<file path="config.mk">
export PLATFORM = sky130hd
export DESIGN_NAME = ehl_gpio_debounce
export DESIGN_NICKNAME = d
export VERILOG_FILES = /design/src/rtl/ehl_gpio_debounce.sv
export SDC_FILE = /design/constraint.sdc
export NUM_CORES = 1
export LEC_CHECK = 0
export BUFFER_PORTS_ARGS = -buffer_cell sky130_fd_sc_hd__buf_2
export CAP_MARGIN = 20
export CORE_AREA = 2 2 167 169
export CTS_CLUSTER_DIAMETER = 30
export DETAILED_ROUTE_END_ITERATION = 8
export DIE_AREA = 0 0 169 171
export PLACE_DENSITY = 0.84
export SYNTH_ARGS = -nofsm -noshare
export SYNTH_HDL_FRONTEND = slang
export SYNTH_SLANG_ARGS = --single-unit
</file>
<file path="constraint.sdc">
create_clock -name clk -period 3.2 [get_ports clk]
set_input_delay 0.64 -clock clk [delete_from_list [all_inputs] [get_ports clk]]
set_output_delay 0.64 -clock clk [all_outputs]
set_load 0.02 [all_outputs]
</file>
<file path="src/rtl/ehl_gpio_debounce.sv">
// Per-pin pad input conditioning: synchroniser, prescaled glitch filter and
// registered rise/fall edge pulses feeding the GPIO core.
module ehl_gpio_debounce #(
  parameter int               WIDTH       = 32,
  parameter int               SYNC_STAGES = 2,
  parameter int               CNT_W       = 4,
  parameter int               PRE_W       = 8,
  parameter logic [WIDTH-1:0] RESET_VAL   = '0
) (
  input  logic             clk,
  input  logic             reset_n,
  input  logic [WIDTH-1:0] pad_in,
  input  logic [WIDTH-1:0] filt_ena,
  input  logic [PRE_W-1:0] prescale,
  input  logic [CNT_W-1:0] threshold,
  output logic [WIDTH-1:0] gpio_in,
  output logic [WIDTH-1:0] rise,
  output logic [WIDTH-1:0] fall
);

  logic [WIDTH-1:0] sync_q [SYNC_STAGES];
  logic [WIDTH-1:0] sync_s;
  logic [PRE_W-1:0] pre_cnt_q, pre_cnt_d;
  logic             tick;
  logic [CNT_W-1:0] thr_m1;
  logic [CNT_W-1:0] cnt_q [WIDTH];
  logic [CNT_W-1:0] cnt_d [WIDTH];
  logic [WIDTH-1:0] gpio_q, gpio_d;
  logic [WIDTH-1:0] rise_q, rise_d;
  logic [WIDTH-1:0] fall_q, fall_d;
  logic [WIDTH-1:0] mism;

  assign sync_s = sync_q[SYNC_STAGES-1];

  always_ff @(posedge clk or negedge reset_n) begin
    if (!reset_n) begin
      for (int k = 0; k < SYNC_STAGES; k++) sync_q[k] <= RESET_VAL;
    end else begin
      sync_q[0] <= pad_in;
      for (int k = 1; k < SYNC_STAGES; k++) sync_q[k] <= sync_q[k-1];
    end
  end

  // '>=' rather than '==' so a prescale lowered below the running count
  // still produces a tick on the next clock instead of waiting for a wrap.
  assign tick      = (pre_cnt_q >= prescale);
  assign pre_cnt_d = tick ? '0 : pre_cnt_q + PRE_W'(1);

  // Compare against threshold-1 so a threshold of 0 behaves like 1.
  assign thr_m1 = (threshold == '0) ? '0 : threshold - CNT_W'(1);
  assign mism   = sync_s ^ gpio_q;

  always_comb begin
    gpio_d = gpio_q;
    for (int i = 0; i < WIDTH; i++) cnt_d[i] = cnt_q[i];
    for (int i = 0; i < WIDTH; i++) begin
      if (!filt_ena[i]) begin
        gpio_d[i] = sync_s[i];
        cnt_d[i]  = '0;
      end else if (!mism[i]) begin
        cnt_d[i] = '0;
      end else if (tick) begin
        if (cnt_q[i] >= thr_m1) begin
          gpio_d[i] = sync_s[i];
          cnt_d[i]  = '0;
        end else begin
          cnt_d[i] = cnt_q[i] + CNT_W'(1);
        end
      end
    end
  end

  assign rise_d = ~gpio_q & gpio_d;
  assign fall_d = gpio_q & ~gpio_d;

  always_ff @(posedge clk or negedge reset_n) begin
    if (!reset_n) begin
      pre_cnt_q <= '0;
      gpio_q    <= RESET_VAL;
      rise_q    <= '0;
      fall_q    <= '0;
      for (int i = 0; i < WIDTH; i++) cnt_q[i] <= '0;
    end else begin
      pre_cnt_q <= pre_cnt_d;
      gpio_q    <= gpio_d;
      rise_q    <= rise_d;
      fall_q    <= fall_d;
      for (int i = 0; i < WIDTH; i++) cnt_q[i] <= cnt_d[i];
    end
  end

  assign gpio_in = gpio_q;
  assign rise    = rise_q;
  assign fall    = fall_q;

endmodule
</file>
---- After elaboration in Yosys (flattened, before gate mapping) ----
Index checks and enable logic that the tools add are counted.
word-level totals
  input bits .............................. 78
  output and inout port bits .............. 96
  logic and storage cells ................. 401
  register bits ........................... 296
operators by class
  $lt $le $gt $ge ......................... 33
  add/sub/neg operators ................... 34
  multiplexer cells ....................... 258
  bitwise gates (word level) .............. 5
  reduce and logical (&&, ||, !) cells .... 1
  equal/unequal tests ..................... 32
operators by type and width
  operator                                          count
  2-to-1 mux 4 bit                                  129
  adder 4 x 1 -> 4 bit, second input constant       32
  >= comparator 4 bit                               32
  2-to-1 mux 1 bit                                  128
  inequality test 3 bit, second input constant      32
  AND 32 bit                                        2
  NOT 32 bit                                        2
  XOR 32 bit                                        1
  adder 8 x 1 -> 8 bit, second input constant       1
  >= comparator 8 bit                               1
  2-to-1 mux 8 bit                                  1
  logical NOT 4 bit                                 1
  subtractor 4 x 1 -> 4 bit, second input constant  1

---- Longest topological paths before layout ----
  depth after elaboration ................. 9
  mapped depth ............................ 10

---- Least setup slack after synthesis ----
Ideal clock, no wire load.
  path type ............................... input to register
  from .................................... input threshold[0]
  to ...................................... register gpio_q[2] (netlist: gpio_in[2])
  data arrival time ....................... 4178 ps
  setup slack ............................. -1103 ps
  stages on the path ...................... 6
  path buffers ............................ 0
  path through ............................ o31ai_1 -> ha_1 -> a21oi_1 -> o21ai_0 -> a21boi_0 -> mux2_2
between the ends
  cells in the longest elaborated chain, start to end .. 7
ends and longest elaborated chain
  element                                                         line  RTL
  start, declared                                                 15    input logic [CNT_W-1:0] threshold,
  subtractor 4 x 1 -> 4 bit or logical NOT 4 bit (tied branches)  50    assign thr_m1 = (threshold == '0) ? '0 : threshold - CNT_W'(1);
  2-to-1 mux 4 bit *                                              50
  >= comparator 4 bit *                                           63    if (cnt_q[i] >= thr_m1) begin
  2-to-1 mux 1 bit *                                              63
  2-to-1 mux 1 bit *                                              62    end else if (tick) begin
  2-to-1 mux 1 bit *                                              60    end else if (!mism[i]) begin
  2-to-1 mux 1 bit *                                              57    if (!filt_ena[i]) begin
  named net gpio_d[2]                                             28    logic [WIDTH-1:0] gpio_q, gpio_d;
  end signal, assigned                                            85    gpio_q <= gpio_d;
  end, declared                                                   28
The timed path passes the listed nets; every way through them passes the cells marked *.
A chain may end at the register's enable or synchronous reset.

---- Worst setup path after layout ----
  from .................................... input threshold[3]
  to ...................................... register gpio_q[3] (netlist: gpio_in[3])
The elaborated chain is that of the path after synthesis.

==> impl_results.md <==
* Status: finished clean
* Initial core utilization at 0.5743
* Minimum clock period at about 3000 ps
* Layout Cells excl Fill at ~2200
* Detail Placement HPWL at roughly 24000 um
* Setup tns final at 0 ps
* Worst EP required at about 3600 ps
* Reg2Reg Depth at 7
* Fraction of layout cells with a size suffix above 1 at 0.2206
* FP Rows at 61
* Avg Inst Size Synth at between 10 and 15 um2
* Most numerous cell in the Yosys netlist: dfrtp_1
* Post-DP Area at around 17000 um2
* Tot GR Track Use at 0.2591
* Gpl congestion at approximately 0.85
* H-tree level count at 3
* Clk_lat worst skew at about 550 ps
* Vias at 12760
* Synth Flop Type: dfrtp_1
* Final Cycle Share at 0.9245
* Rel. slew slack at 0.2537
* Placed insts at slightly above 2000
* Chip width at 169 um
* Die Span Y at about 170 um
* Drt first pass iters at 8
* Clock sinks at a little under 300
* Post-synth cell types at 42
* Setup Skew at between 20 and 25 ps
* Synth area leader: dfrtp_1
* Ys Warns at 0
* Vias in the first global route at 13180
* Flop2flop setup slack at between 400 and 500 ps
* Final Hold Fails at 0
* Ys async rst share at 1.000
* Critical path capture point type: register
* Mapped Cells at around 1500
* # IOs at 174
* IO buf count at 173
* Initial antenna violation count at 3
* Hold-fix buffers, CTS at 0
* Worst R2R Start: pre_cnt_q[2]
* Fmax achieved at roughly 340 MHz
* Number of CTS-inserted buffers at 71
* Postcts setup bufs at 0
* Top cells by area, synth: dfrtp_1, ha_1, nand3_1, a21oi_1, nand2_1
* Crit Reg-Reg Endpoint: gpio_in[7]
* Final net count at ~2000
* Post_cts resized at 0
* RSZ-0062 raised after global routing: false
* Setup violators final at 0
* Die ar. at between 20000 and 30000 um2
* Max Slew Vio Count at 0
* Routed WL at around 37000 um
* Seq cells post-synth at a little under 300
* Worst ir drop on vdd at 0.4905 mV
* P per Cell Area at between 700 and 800 nW/um2
* Synth cell count leaders: dfrtp_1, ha_1, nand2_1, nand3_1, a21oi_1
* Hold Crit Class: in2async
* Via density at a little under 6
* Drt wl/cell at between 15 and 20 um
* Post-synth EDFFs at 0
* Overflow after GRT at 0
* Synth Net Count at around 1800
* Worst-margin pin slew at 1117 ps
* Antenna viol nets, final at 0
* Setup CP Type: in2reg
* Yosys top cell area share at 0.4720
* Post-Layout Inst Area at roughly 20000 um2
* TritonCTS clock tree: built
* Layout Area Growth over Synthesis at 26.38%
* CTS clk-pin slew, worst paths at approximately 50 ps
* First-pass GRT wire length at 61620 um
* Seq/Total Area, Yosys at 0.4720
* Clock buffer depth at 3
* Fillers at 1767
* Static Leak at between 0.009 and 0.01 uW
* DR iter-0 viols at approximately 760
* Largest net degree at the start of global routing at 92
* Root Buffer Master: clkbuf_16
* Max-cap violations at 0
* Synth Cell Area at 15690 um2
* CP startpoint kind: input port
* Max FO, Critical Path at 32
* CORE AREA at around 27000 um2
* Drt drc at 0
* Crit path DAT at 3380 ps
* Fin Hold WS at between 100 and 150 ps
==> cells by family after synthesis <==
kind of cell,share of synthesized area
xor gates and xnor gates,0.01116
and+or+nand+nor,0.1852
muxes,0.02296
buffers and inverters,0.02687
DFF,0.4720
AOI/OAI and AO/OA,0.1470
adders and majority gates,0.1347
==> per-layer routing <==
metal,GRT usage,wire (um)
met1,0.3104,15450
met2,0.4574,18830
met3,0.04950,1831
met4,0.1126,1053
met5,0,13
==> layout by cell type, fill, tap and decap left out, types with 3 or more instances in the layout <==
cell / netlist / final
mux2_2: 32 / 32
o21ai_0: 27 / 27
a31oi_1: 6 / 6
nand3_1: 143 / 143
clkinvlp_4: 0 / 16
or3_1: 22 / 22
o32ai_1: 9 / 9
clkbuf_8: 0 / 6
clkinv_2: 0 / 9
o22ai_1: 40 / 40
nor2_1: 49 / 48
nand3b_1: 6 / 6
ha_1: 169 / 169
buf_12: 0 / 9
a21boi_1: 11 / 11
a21boi_0: 7 / 7
a21oi_1: 141 / 138
a32oi_1: 3 / 3
and3_1: 27 / 27
xor2_1: 16 / 16
nor4_1: 11 / 11
clkbuf_1: 3 / 3
nand4b_1: 30 / 30
inv_6: 0 / 6
bufinv_16: 0 / 11
inv_1: 60 / 60
nand2_1: 144 / 144
a21boi_2: 9 / 9
dfrtp_1: 296 / 296
a2bb2oi_1: 11 / 11
clkbuf_16: 0 / 73
o32ai_2: 9 / 9
o21a_1: 70 / 70
a21o_1: 4 / 4
buf_4: 5 / 34
nand2b_1: 80 / 80
xnor2_1: 4 / 4
buf_2: 16 / 172
and3b_1: 28 / 28
==> registers in the layout, summed over array words and instances, names as in the netlist <==
signal and count:
rise 32, pre_cnt_q 8, fall 32, gpio_in 32, cnt_q 128, sync_q 32
sync_s 32
==> critical path, stage by stage <==
cell and delay, ps:
buf_2 130, nor3_1 100, nor2_4 830, ha_1 390, nand2b_1 140, a21oi_1 210
o21ai_0 160, a21boi_0 370, mux2_2 380
==> stage by stage <==
stage / utilization / total power [uW] / setup WS, ps
after floorplan: - / 5889 / 130.5
after global placement: 0.6335 / 6659 / -157.5
after detailed placement: 0.6335 / 6763 / -232.2
after CTS: 0.7257 / 14320 / 273.4
after global routing: 0.7258 / 14790 / 150.6
final: 0.7258 / 14240 / 241.5
==> area by class of cell <==
cell class,instances,area (um2),share of cell area
antenna,2,5.005,0.0002523
clock inverter,46,598.1,0.03016
tap,346,432.9,0.02183
timing repair buffer,216,1311,0.06612
inverter,60,225.2,0.01136
clock buffer,82,1921,0.09684
sequential,296,7407,0.3735
multi-input combinational,1118,7933,0.4000
==> power breakdown <==
group / internal (uW) / switching, uW / total (uW)
Combinational: 895 / 1590 / 2490
Clock: 5200 / 2280 / 7480
Sequential: 4030 / 243 / 4280
==> how the worst max path moves through the flow <==
stage	slack (ps)	from	end	cells past startpoint
2_1_floorplan	130	threshold[0]	gpio_in[11]	7
3_3_place_gp	-160	threshold[3]	gpio_in[3]	9
3_5_place_dp	-230	threshold[3]	gpio_in[3]	9
4_1_cts	270	threshold[3]	gpio_in[3]	9
5_1_grt	150	threshold[3]	gpio_in[3]	9
6_report	240	threshold[3]	gpio_in[3]	9
No activity file was read; power rests on OpenSTA's default activity.
